==> src/rtl/lvdt_pkg.sv <==
// Shared types and default widths for the LVDT excitation scheduler.
package lvdt_pkg;
   localparam int LVDT_DIV_W   = 5;
   localparam int LVDT_DWELL_W = 8;

   typedef enum logic {IDLE = 1'b0, RUN = 1'b1} state_e;

   // Divider configuration as offered on the cfg bus and held in the shadow.
   typedef struct packed {
      logic                    sweep;
      logic [LVDT_DIV_W-1:0]   lo;
      logic [LVDT_DIV_W-1:0]   hi;
      logic [LVDT_DWELL_W-1:0] dwell;
   } cfg_t;
endpackage

==> src/rtl/lvdt_exc_sched_if.sv <==
// Configuration handshake bus into the excitation scheduler.
interface lvdt_exc_sched_if
   import lvdt_pkg::*;
#(
   parameter int DIV_W   = LVDT_DIV_W,
   parameter int DWELL_W = LVDT_DWELL_W
);
   logic               cfg_valid;
   logic               cfg_ready;
   logic               cfg_sweep;
   logic [DIV_W-1:0]   cfg_lo;
   logic [DIV_W-1:0]   cfg_hi;
   logic [DWELL_W-1:0] cfg_dwell;

   modport master (output cfg_valid, cfg_sweep, cfg_lo, cfg_hi, cfg_dwell, input cfg_ready);
   modport slave  (input cfg_valid, cfg_sweep, cfg_lo, cfg_hi, cfg_dwell, output cfg_ready);
endinterface

==> src/rtl/lvdt_reload_div.sv <==
// Reload divider: counts up, tick on the MSB, reloads instead of incrementing.
module lvdt_reload_div
   import lvdt_pkg::*;
#(
   parameter int DIV_W = LVDT_DIV_W
) (
   input  logic             clk,
   input  logic             rst_n,
   input  logic             run,
   input  logic             load,
   input  logic [DIV_W-1:0] load_val,
   output logic             tick
);
   logic [DIV_W:0] cnt_q, cnt_d;

   assign tick = cnt_q[DIV_W];

   // Clear when stopped, reload on request, otherwise count.
   always_comb begin
      cnt_d = cnt_q + (DIV_W+1)'(1);
      if (!run)
         cnt_d = '0;
      else if (load)
         cnt_d = {1'b0, load_val};
   end

   // Counter register.
   always_ff @(posedge clk or negedge rst_n) begin
      if (!rst_n) cnt_q <= '0;
      else        cnt_q <= cnt_d;
   end
endmodule

==> src/rtl/lvdt_exc_sched.sv <==
// Excitation scheduler: FSM, config shadow, sweep dwell and settle tracking.
module lvdt_exc_sched
   import lvdt_pkg::*;
#(
   parameter int DIV_W        = LVDT_DIV_W,
   parameter int DWELL_W      = LVDT_DWELL_W,
   parameter int SETTLE_TICKS = 4
) (
   input  logic             mclk,
   input  logic             reset,
   input  logic             enable,
   lvdt_exc_sched_if.slave  cfg,
   output logic             tick,
   output logic [DIV_W-1:0] cur_div,
   output logic             settled,
   output logic             busy
);
   // Shadow and active config use the package struct, so DIV_W/DWELL_W
   // overrides must be matched by the package widths.
   localparam int SET_W = $clog2(SETTLE_TICKS + 1);
   localparam logic [SET_W-1:0] SETTLE_MAX = SET_W'(SETTLE_TICKS);

   state_e             state_q, state_d;
   cfg_t               shadow_q, shadow_d, act_q, act_d;
   logic               pending_q, pending_d;
   logic [DIV_W-1:0]   div_q, div_d;
   logic [DWELL_W-1:0] dwell_q, dwell_d, dwell_eff;
   logic [DWELL_W:0]   dwell_nx;
   logic [SET_W-1:0]   settle_q, settle_d;
   logic               raw_tick, accept, apply, sweep_on, step;

   lvdt_reload_div #(.DIV_W(DIV_W)) u_div (
      .clk      (mclk),
      .rst_n    (reset),
      .run      (enable),
      .load     (tick | (state_q == IDLE)),
      .load_val (div_d),
      .tick     (raw_tick)
   );

   assign tick          = raw_tick & enable & (state_q == RUN);
   assign cfg.cfg_ready = !pending_q;
   assign accept        = cfg.cfg_valid && !pending_q;
   // Applied at a reload, on leaving RUN, or at once while idle.
   assign apply         = pending_q && ((state_q == IDLE) || !enable || tick);
   assign sweep_on      = act_q.sweep && (act_q.lo < act_q.hi);
   assign dwell_eff     = (act_q.dwell == '0) ? DWELL_W'(1) : act_q.dwell;
   assign dwell_nx      = {1'b0, dwell_q} + (DWELL_W+1)'(1);
   assign step          = tick && sweep_on && (dwell_nx >= {1'b0, dwell_eff});
   assign cur_div       = div_q;
   assign busy          = (state_q == RUN);
   assign settled       = (settle_q == SETTLE_MAX) && (state_q == RUN);

   // Run/idle follows enable.
   always_comb begin
      state_d = state_q;
      case (state_q)
         IDLE:    if (enable)  state_d = RUN;
         RUN:     if (!enable) state_d = IDLE;
         default: state_d = IDLE;
      endcase
   end

   // Shadow capture, config apply, sweep stepping and settle counting.
   always_comb begin
      shadow_d  = shadow_q;
      pending_d = pending_q;
      act_d     = act_q;
      div_d     = div_q;
      dwell_d   = dwell_q;
      settle_d  = settle_q;
      if (accept) begin
         shadow_d.sweep = cfg.cfg_sweep;
         shadow_d.lo    = cfg.cfg_lo;
         shadow_d.hi    = cfg.cfg_hi;
         shadow_d.dwell = cfg.cfg_dwell;
         pending_d      = 1'b1;
      end
      if (apply) begin
         pending_d = 1'b0;
         act_d     = shadow_q;
         div_d     = shadow_q.lo;
         dwell_d   = '0;
         settle_d  = '0;
      end else begin
         if (!enable)
            dwell_d = '0;
         else if (step) begin
            dwell_d = '0;
            div_d   = (div_q >= act_q.hi) ? act_q.lo : div_q + DIV_W'(1);
         end else if (tick && sweep_on)
            dwell_d = dwell_nx[DWELL_W-1:0];
         if (div_d != div_q)
            settle_d = '0;
         else if (tick && (settle_q != SETTLE_MAX))
            settle_d = settle_q + SET_W'(1);
      end
   end

   // State registers; an unapplied config is dropped by reset.
   always_ff @(posedge mclk or negedge reset) begin
      if (!reset) begin
         state_q   <= IDLE;
         shadow_q  <= '0;
         act_q     <= '0;
         pending_q <= 1'b0;
         div_q     <= '0;
         dwell_q   <= '0;
         settle_q  <= '0;
      end else begin
         state_q   <= state_d;
         shadow_q  <= shadow_d;
         act_q     <= act_d;
         pending_q <= pending_d;
         div_q     <= div_d;
         dwell_q   <= dwell_d;
         settle_q  <= settle_d;
      end
   end
endmodule

==> src/flat_wrapper.sv <==
// flat-port wrapper written by rule: the top's interface ports become plain ports
module lvdt_exc_sched_flat import lvdt_pkg::*;
#(
   parameter int DIV_W        = LVDT_DIV_W,
   parameter int DWELL_W      = LVDT_DWELL_W,
   parameter int SETTLE_TICKS = 4
)
  (mclk, reset, enable, tick, cur_div, settled, busy, cfg_cfg_valid, cfg_cfg_sweep, cfg_cfg_lo, cfg_cfg_hi, cfg_cfg_dwell, cfg_cfg_ready);
  lvdt_exc_sched_if #(.DIV_W(DIV_W), .DWELL_W(DWELL_W)) cfg_i ();
  input  logic mclk;
  input  logic reset;
  input  logic enable;
  output logic tick;
  output logic [DIV_W-1:0] cur_div;
  output logic settled;
  output logic busy;
  input wire logic [$bits(cfg_i.cfg_valid)-1:0] cfg_cfg_valid;
  input wire logic [$bits(cfg_i.cfg_sweep)-1:0] cfg_cfg_sweep;
  input wire logic [$bits(cfg_i.cfg_lo)-1:0] cfg_cfg_lo;
  input wire logic [$bits(cfg_i.cfg_hi)-1:0] cfg_cfg_hi;
  input wire logic [$bits(cfg_i.cfg_dwell)-1:0] cfg_cfg_dwell;
  output wire logic [$bits(cfg_i.cfg_ready)-1:0] cfg_cfg_ready;
  assign cfg_i.cfg_valid = cfg_cfg_valid;
  assign cfg_i.cfg_sweep = cfg_cfg_sweep;
  assign cfg_i.cfg_lo = cfg_cfg_lo;
  assign cfg_i.cfg_hi = cfg_cfg_hi;
  assign cfg_i.cfg_dwell = cfg_cfg_dwell;
  assign cfg_cfg_ready = cfg_i.cfg_ready;
  lvdt_exc_sched #(.DIV_W(DIV_W), .DWELL_W(DWELL_W), .SETTLE_TICKS(SETTLE_TICKS)) u_core (.mclk(mclk), .reset(reset), .enable(enable), .cfg(cfg_i), .tick(tick), .cur_div(cur_div), .settled(settled), .busy(busy));
endmodule
==> config.mk <==
export PLATFORM = sky130hd
export DESIGN_NAME = lvdt_exc_sched_flat
export DESIGN_NICKNAME = d
export VERILOG_FILES = /design/src/rtl/lvdt_pkg.sv /design/src/rtl/lvdt_exc_sched_if.sv /design/src/rtl/lvdt_reload_div.sv /design/src/rtl/lvdt_exc_sched.sv /design/src/flat_wrapper.sv
export SDC_FILE = /design/constraint.sdc
export NUM_CORES = 1
export LEC_CHECK = 0
export ABC_AREA = 1
export CORE_AREA = 4 4 101 103
export DETAILED_ROUTE_END_ITERATION = 7
export DIE_AREA = 0 0 105 107
export PLACE_DENSITY = 0.53
export SLEW_MARGIN = 20
export SYNTH_ARGS = -nofsm -noshare
export SYNTH_HDL_FRONTEND = slang
export SYNTH_SLANG_ARGS = --single-unit
==> constraint.sdc <==
create_clock -name mclk -period 3.25 [get_ports mclk]
set_clock_uncertainty 0.1 [all_clocks]
set_input_delay 0.325 -clock mclk [delete_from_list [all_inputs] [get_ports mclk]]
set_output_delay 0.325 -clock mclk [all_outputs]
set_load 0.1 [all_outputs]
==> metrics.md, run 1 <==
| Metric | Value |
|---|---|
| Max Slew Vio Count | 0 |
| Slowest CP cell | dfrtp_1 |
| Reg area | 0.00155 mm^2 |
| Ports | 32 |
| Avg Inst Size Synth | 8.56 um^2 |
| Setup violators final | 0 |
| Area grow syn2layout | 16.6% |
| Fmax | 0.354 GHz |
| Port-buffer cells | 31 |
| Worst-Skew Late Latency | 340 ps |
| DR vias/cell | 4.72 |
| Worst-case reg-to-reg path depth | 18 |
| CTS buffer count | 9 |
| N_diodes | 0 |
| Final worst path period need | 2830 ps |
| Element type at the critical path end | register |
| Initial antenna violation count | 0 |
| TritonRoute pass-1 iters | 4 |
| Final HPWL DP | 5.37 mm |
| Setup TNS | 0 ps |
| Pleak | 2.13 nW |
| Total die area | 0.0112 mm^2 |
| Vias in the first global route | 2,542 |
| Routability congestion estimate from global placement | 0.855 |
| DRT iter0 DRCs | 126 |
| Initial Util | 0.373 |
| Clock transition at path regs | 70 ps |
| Total GRT Usage | 0.137 |
| Post-synthesis sequential area ratio | 0.452 |
| Final Hold Vio Count | 0 |
| CP Cell Sequence | ha_1, nand2_1, nor2_1, xor2_1, ha_1, nand2_1, nor2_1, nand2_1, nand3_1, nand2_1, nand2_1, nand2_1, nand2_2, nand2_4, clkinv_2, nor2_2, nand2_1, o21ai_0 |
| Syn nets | 446 |
| Footprint of the multi-input gates | 0.00160 mm^2 |
| Commonest non-fill, non-tap cell in the layout | nand2_1 |
| CP required | 3410 ps |
| Fin nets | 483 |
| Cells after synthesis | 401 |
| Area contributors post-synth | dfrtp_1 45%, nand2_1 12%, ha_1 8.0%, mux2_2 6.2%, inv_1 6.0% |
| Avg WL per Cell | 12.9 um |
| Critical Path Start Type | register |
| RSZ-0062 raised after global routing | no |
| H-tree levels | 3 |
| Yosys reg bits | 62 |
| Fillcell total | 921 |
| Global-route wire length before repair | 12.3 mm |
| Tightest Pin Transition | 964 ps |
| Data arrival time of the critical path | 2980 ps |
| DRC Markers | 0 |
| Yosys warning count | 0 |
| CTS tree | yes |
| Largest stage delay, worst path | 420 ps |
| GR Overflow Total | 0 |
| Commonest cells after routing, fill and taps aside | 111 x nand2_1, 62 x dfrtp_1, 55 x inv_1 |
| Final Cycle Share | 0.870 |
| Routed vias | 2,617 |
| Largest net degree at the start of global routing | 41 |
| Area leader, netlist | dfrtp_1 |
| CTS sink cnt | 62 |
| Worst vdd ir | 0.259 mV |
| Final antenna-violating net count | 0 |
| Hold WS | 365 ps |
| Max-Cap Viols | 0 |
| Fraction of layout cells with a size suffix above 1 | 0.133 |
| Synthesized cell area | 0.00343 mm^2 |
| Die Wd | 105 um |
| FP Rows | 35 |
| Post-Route WL | 7.16 mm |
| Post-synth top area share | 0.452 |
| Critical path fanouts, max | 11 |
| Slew HR | 0.356 |
| CTS Buffer Depth | 2 |
| Postcts setup bufs | 0 |
| P per Cell Area | 612 mW/mm^2 |
| Status | finished clean |
| Worst min-delay path class | register to register |
| Core area | 0.00920 mm^2 |
| Worst Hold Path Cells | 2 |
| Die height | 107 um |
| Distinct cells, synth | 33 |
| Clk root buf | clkbuf_8 |
| Crit Path Class | register to register |
| Crit-path most repeated cell | nand2_1 |
[layer usage]
metal	vias up	track usage	part of all wire
met3	6	0.0331	0.036
met4	0	0.0450	0.013
met2	43	0.213	0.45
met1	1190	0.187	0.50
met5	-	0	0
li1	1378	-	-
[cells in the mapped netlist, drive strengths merged]
master,instances
ha,22
mux2,19
a41o,1
xnor2,3
a31o,1
nor3,2
nor4,1
o21ai,22
dfrtp,62
nand3,28
clkinv,1
and2,1
xor2,6
inv,59
clkbuf,7
nand3b,1
a21oi,10
nand4,19
nor2,18
a31oi,1
nand2,113
o31ai,1
buf,2
nor3b,1
[repair_timing]
item	4_1_cts	5_1_grt
setup endpoints to repair	0	2
hold buffers	1	0
gates resized for setup	0	1
hold endpoints to repair	22	0
[sequential cells by signal, summed over array words and instances, names as in the netlist]
register and flops:
u_core.settle_q 3, u_core.busy 1, u_core.cur_div 5, u_core.shadow_q 19, u_core.u_div.cnt_q 6, u_core.act_q 19
u_core.pending_q 1, u_core.dwell_q 8
[final timing paths]
kind,startpoint,end,slack [ps]
hold / removal,u_core.shadow_q[18]$_DFFE_PN0P_,u_core.act_q[18]$_DFFE_PN0P_,370
setup reg to reg,u_core.dwell_q[0]$_DFFE_PN0P_,u_core.dwell_q[5]$_DFFE_PN0P_,420
max in group asynchronous,reset,u_core.cur_div[4]$_DFF_PN0_,1740
setup / recovery,u_core.dwell_q[0]$_DFFE_PN0P_,u_core.dwell_q[5]$_DFFE_PN0P_,420
min in group asynchronous,reset,u_core.shadow_q[2]$_DFFE_PN0P_,400
hold reg to reg,u_core.shadow_q[18]$_DFFE_PN0P_,u_core.act_q[18]$_DFFE_PN0P_,370
[stage by stage]
step	instances	instance area, um^2	setup WS [ps]	util	power [W]
final	554	4010	421	0.436	0.00245
after global routing	554	4010	105	0.436	0.00264
after CTS	554	4000	257	0.435	0.00248
after detailed placement	537	3820	279	0.416	0.00187
after global placement	537	3820	462	0.416	0.00187
after floorplan	401	3430	257	-	0.00164
[final cells by class]
class | count | area share
inverter | 60 | 0.0565
tap | 111 | 0.0347
sequential | 62 | 0.387
clock inverter | 4 | 0.00562
clock buffer | 12 | 0.0362
multi-input combinational | 270 | 0.400
timing repair buffer | 35 | 0.0794
[critical path: cells and delay by family, from the launching register on]
kind	cells	cell delay (ps)
AO/OA/AOI/OAI	1	170
XOR/XNOR	1	220
adder cells (fa/ha/maj)	2	480
buffers and inverters	1	90
flip-flops	1	420
AND/OR/NAND/NOR	13	1260
[cell families after synthesis]
logic type | synth area share
AO/OA/AOI/OAI | 0.0572
XOR/XNOR | 0.0230
adder cells (fa/ha/maj) | 0.0801
buffers and inverters | 0.0823
flip-flops | 0.452
multiplexers | 0.0623
AND/OR/NAND/NOR | 0.243
[power breakdown]
part	leakage [nW]	internal (W)	switching (W)
logic	1.27	0.000284	0.000574
registers	0.775	0.000905	0.0000972
clock network	0.0861	0.000294	0.000299
No activity file was read; power rests on OpenSTA's default activity.
==> inputs of run 2 (changes only) <==
--- a/config.mk
+++ b/config.mk
@@ -14,3 +14,4 @@
 export SYNTH_ARGS = -nofsm -noshare
 export SYNTH_HDL_FRONTEND = slang
 export SYNTH_SLANG_ARGS = --single-unit
+export TNS_END_PERCENT = 10
==> results of run 2 <==
Final layout, timing and power as in run 1 (identical DEF).
==> inputs of run 3 (changes only) <==
--- a/config.mk
+++ b/config.mk
@@ -6,10 +6,11 @@
 export NUM_CORES = 1
 export LEC_CHECK = 0
 export ABC_AREA = 1
-export CORE_AREA = 4 4 101 103
+export CORE_AREA = 4 4 97 99
 export DETAILED_ROUTE_END_ITERATION = 7
-export DIE_AREA = 0 0 105 107
-export PLACE_DENSITY = 0.53
+export DIE_AREA = 0 0 101 103
+export DONT_BUFFER_PORTS = 1
+export PLACE_DENSITY_LB_ADDON = 0.2
 export SLEW_MARGIN = 20
 export SYNTH_ARGS = -nofsm -noshare
 export SYNTH_HDL_FRONTEND = slang
==> run 3 against run 2 <==
Net effect: clock power rose by 14%; final area is 4.2% lower; die area is 7.4% lower; via count is 1.6% lower; routed wire length is 0.24% lower; cell count decreased by 4.5%; maximum frequency fell by 1.9%; sequential power barely moved; global-route usage up 1.4 points; count of clock-buffer cells in the layout is 3 lower; setup slack lost 56 ps; register-to-register slack got worse by 60 ps.
==> metrics.md, run 3 (synthesis results as in run 1) <==
| Metric | Value |
|---|---|
| Total die area | 0.0104 mm^2 |
| Hold WS | 27.4 ps |
| Postcts setup bufs | 0 |
| Status | finished clean |
| Clk root buf | clkbuf_8 |
| Commonest non-fill, non-tap cell in the layout | nand2_1 |
| Setup TNS | 0 ps |
| Largest stage delay, worst path | 410 ps |
| CP Cell Sequence | ha_1, nand2_1, nor2_1, xor2_1, ha_1, nand2_1, nor2_1, nand2_1, nand3_1, nand2_1, nand2_1, nand2_1, nand2_1, nand2_4, clkinv_2, nor2_2, nand2_1, o21ai_0 |
| Pre-CTS WS | 382 ps |
| Critical Path Start Type | register |
| Initial antenna violation count | 0 |
| RSZ-0062 raised after global routing | no |
| Final antenna-violating net count | 0 |
| Crit-path most repeated cell | nand2_1 |
| Clock transition at path regs | 80 ps |
| DRT iter0 DRCs | 108 |
| Reg-to-reg startpoint | u_core.dwell_q[0]$_DFFE_PN0P_ |
| Pleak | 2.06 nW |
| Final HPWL DP | 5.23 mm |
| Max-Cap Viols | 0 |
| CTS sink cnt | 62 |
| Final Cycle Share | 0.888 |
| Worst min-delay path class | primary input to register |
| Total GRT Usage | 0.151 |
| Max Slew Vio Count | 0 |
| Fmax | 0.347 GHz |
| Ports | 32 |
| Global-route wire length before repair | 12.3 mm |
| CTS tree | yes |
| Data arrival time of the critical path | 3050 ps |
| Element type at the critical path end | register |
| CTS Buffer Depth | 2 |
| Setup violators final | 0 |
| Final worst path period need | 2880 ps |
| P per Cell Area | 658 mW/mm^2 |
| CTS buffer count | 9 |
| Post-route cell area | 0.00384 mm^2 |
| GR Overflow Total | 0 |
| Critical path fanouts, max | 11 |
| Commonest cells after routing, fill and taps aside | 112 x nand2_1, 62 x dfrtp_1, 55 x inv_1 |
| Area after DPL | 0.00359 mm^2 |
| Area grow syn2layout | 11.7% |
| Vias in the first global route | 2,636 |
| Avg WL per Cell | 13.5 um |
| Slowest CP cell | dfrtp_1 |
| Initial Util | 0.402 |
| PnR worst setup slack | 365 ps |
| CP bufs+invs | 1 |
| Port-buffer cells | 0 |
| Die height | 103 um |
| CP required | 3410 ps |
| Tightest Pin Transition | 757 ps |
| Hold Crit Start | enable |
| Routed vias | 2,574 |
| CP top delay family | simple AND/OR/NAND/NOR gates |
| Core area | 0.00855 mm^2 |
| Largest net degree at the start of global routing | 63 |
| Fin nets | 461 |
| Slew HR | 0.494 |
| Final Hold Vio Count | 0 |
| Fraction of layout cells with a size suffix above 1 | 0.143 |
| Worst vdd ir | 0.325 mV |
| FP Rows | 34 |
| Critical path startpoint | u_core.dwell_q[0]$_DFFE_PN0P_ |
| DR vias/cell | 4.87 |
| Top flop regs | u_core.act_q (19), u_core.shadow_q (19), u_core.dwell_q (8) |
| Tot Pwr | 0.00252 W |
| DRC Markers | 0 |
| Routability congestion estimate from global placement | 0.836 |
| Crit Path Class | register to register |
| Die Wd | 101 um |
| TritonRoute pass-1 iters | 4 |
| Post-Route WL | 7.15 mm |
| N_diodes | 0 |
| Worst-Skew Late Latency | 330 ps |
| H-tree levels | 3 |
run 3: repair_timing:
item / in CTS / in global routing
hold endpoints to repair: 64 / 0
gates resized for setup: 0 / 0
hold buffers: 3 / 0
run 3: metrics by stage:
stage	utilization	cells
final	0.449	529
after floorplan	-	401
after detailed placement	0.420	510
after global placement	0.420	510
after global routing	0.449	529
after CTS	0.449	529
run 3: per-layer routing:
metal	vias to the layer above	part of all wire	track usage
met5	-	0	0
met4	0	0.024	0.0685
met3	12	0.031	0.0332
met2	34	0.44	0.226
met1	1200	0.50	0.210
li1	1328	-	-
run 3: worst register-to-register path, cell delays in order (launching register included):
cell and delay [ps]:
dfrtp_1 410, ha_1 200, nand2_1 90, nor2_1 120, xor2_1 210, ha_1 280
nand2_1 80, nor2_1 50, nand2_1 50, nand3_1 60, nand2_1 60, nand2_1 50
nand2_1 60, nand2_1 220, nand2_4 170, clkinv_2 100, nor2_2 240, nand2_1 100
o21ai_0 150
run 3: power breakdown:
group	switching [W]	internal, W	total [W]
logic	0.000613	0.000264	0.000877
clock network	0.000318	0.000356	0.000674
registers	0.0000683	0.000905	0.000973
total	0.00100	0.00152	0.00252
run 3: final cells by class:
cell class                      count  area, um^2
Fill cell                         845        4710
Inverter                           60         226
Multi-Input combinational cell    270        1600
Timing Repair Buffer               13         123
Tap cell                          108         135
Sequential cell                    62        1550
Clock inverter                      7        73.8
Clock buffer                        9         124
run 3: path summary, 6_finish.rpt:
path	end	slack [ps]	depth (start not counted)
setup / recovery	u_core.dwell_q[3]$_DFFE_PN0P_	370	18
hold reg to reg	u_core.act_q[8]$_DFFE_PN0P_	370	2
setup reg to reg	u_core.dwell_q[3]$_DFFE_PN0P_	370	18
min in group asynchronous	u_core.dwell_q[4]$_DFFE_PN0P_	410	2
max in group asynchronous	u_core.act_q[9]$_DFFE_PN0P_	2320	2
hold / removal	u_core.u_div.cnt_q[5]$_DFF_PN0_	30	2
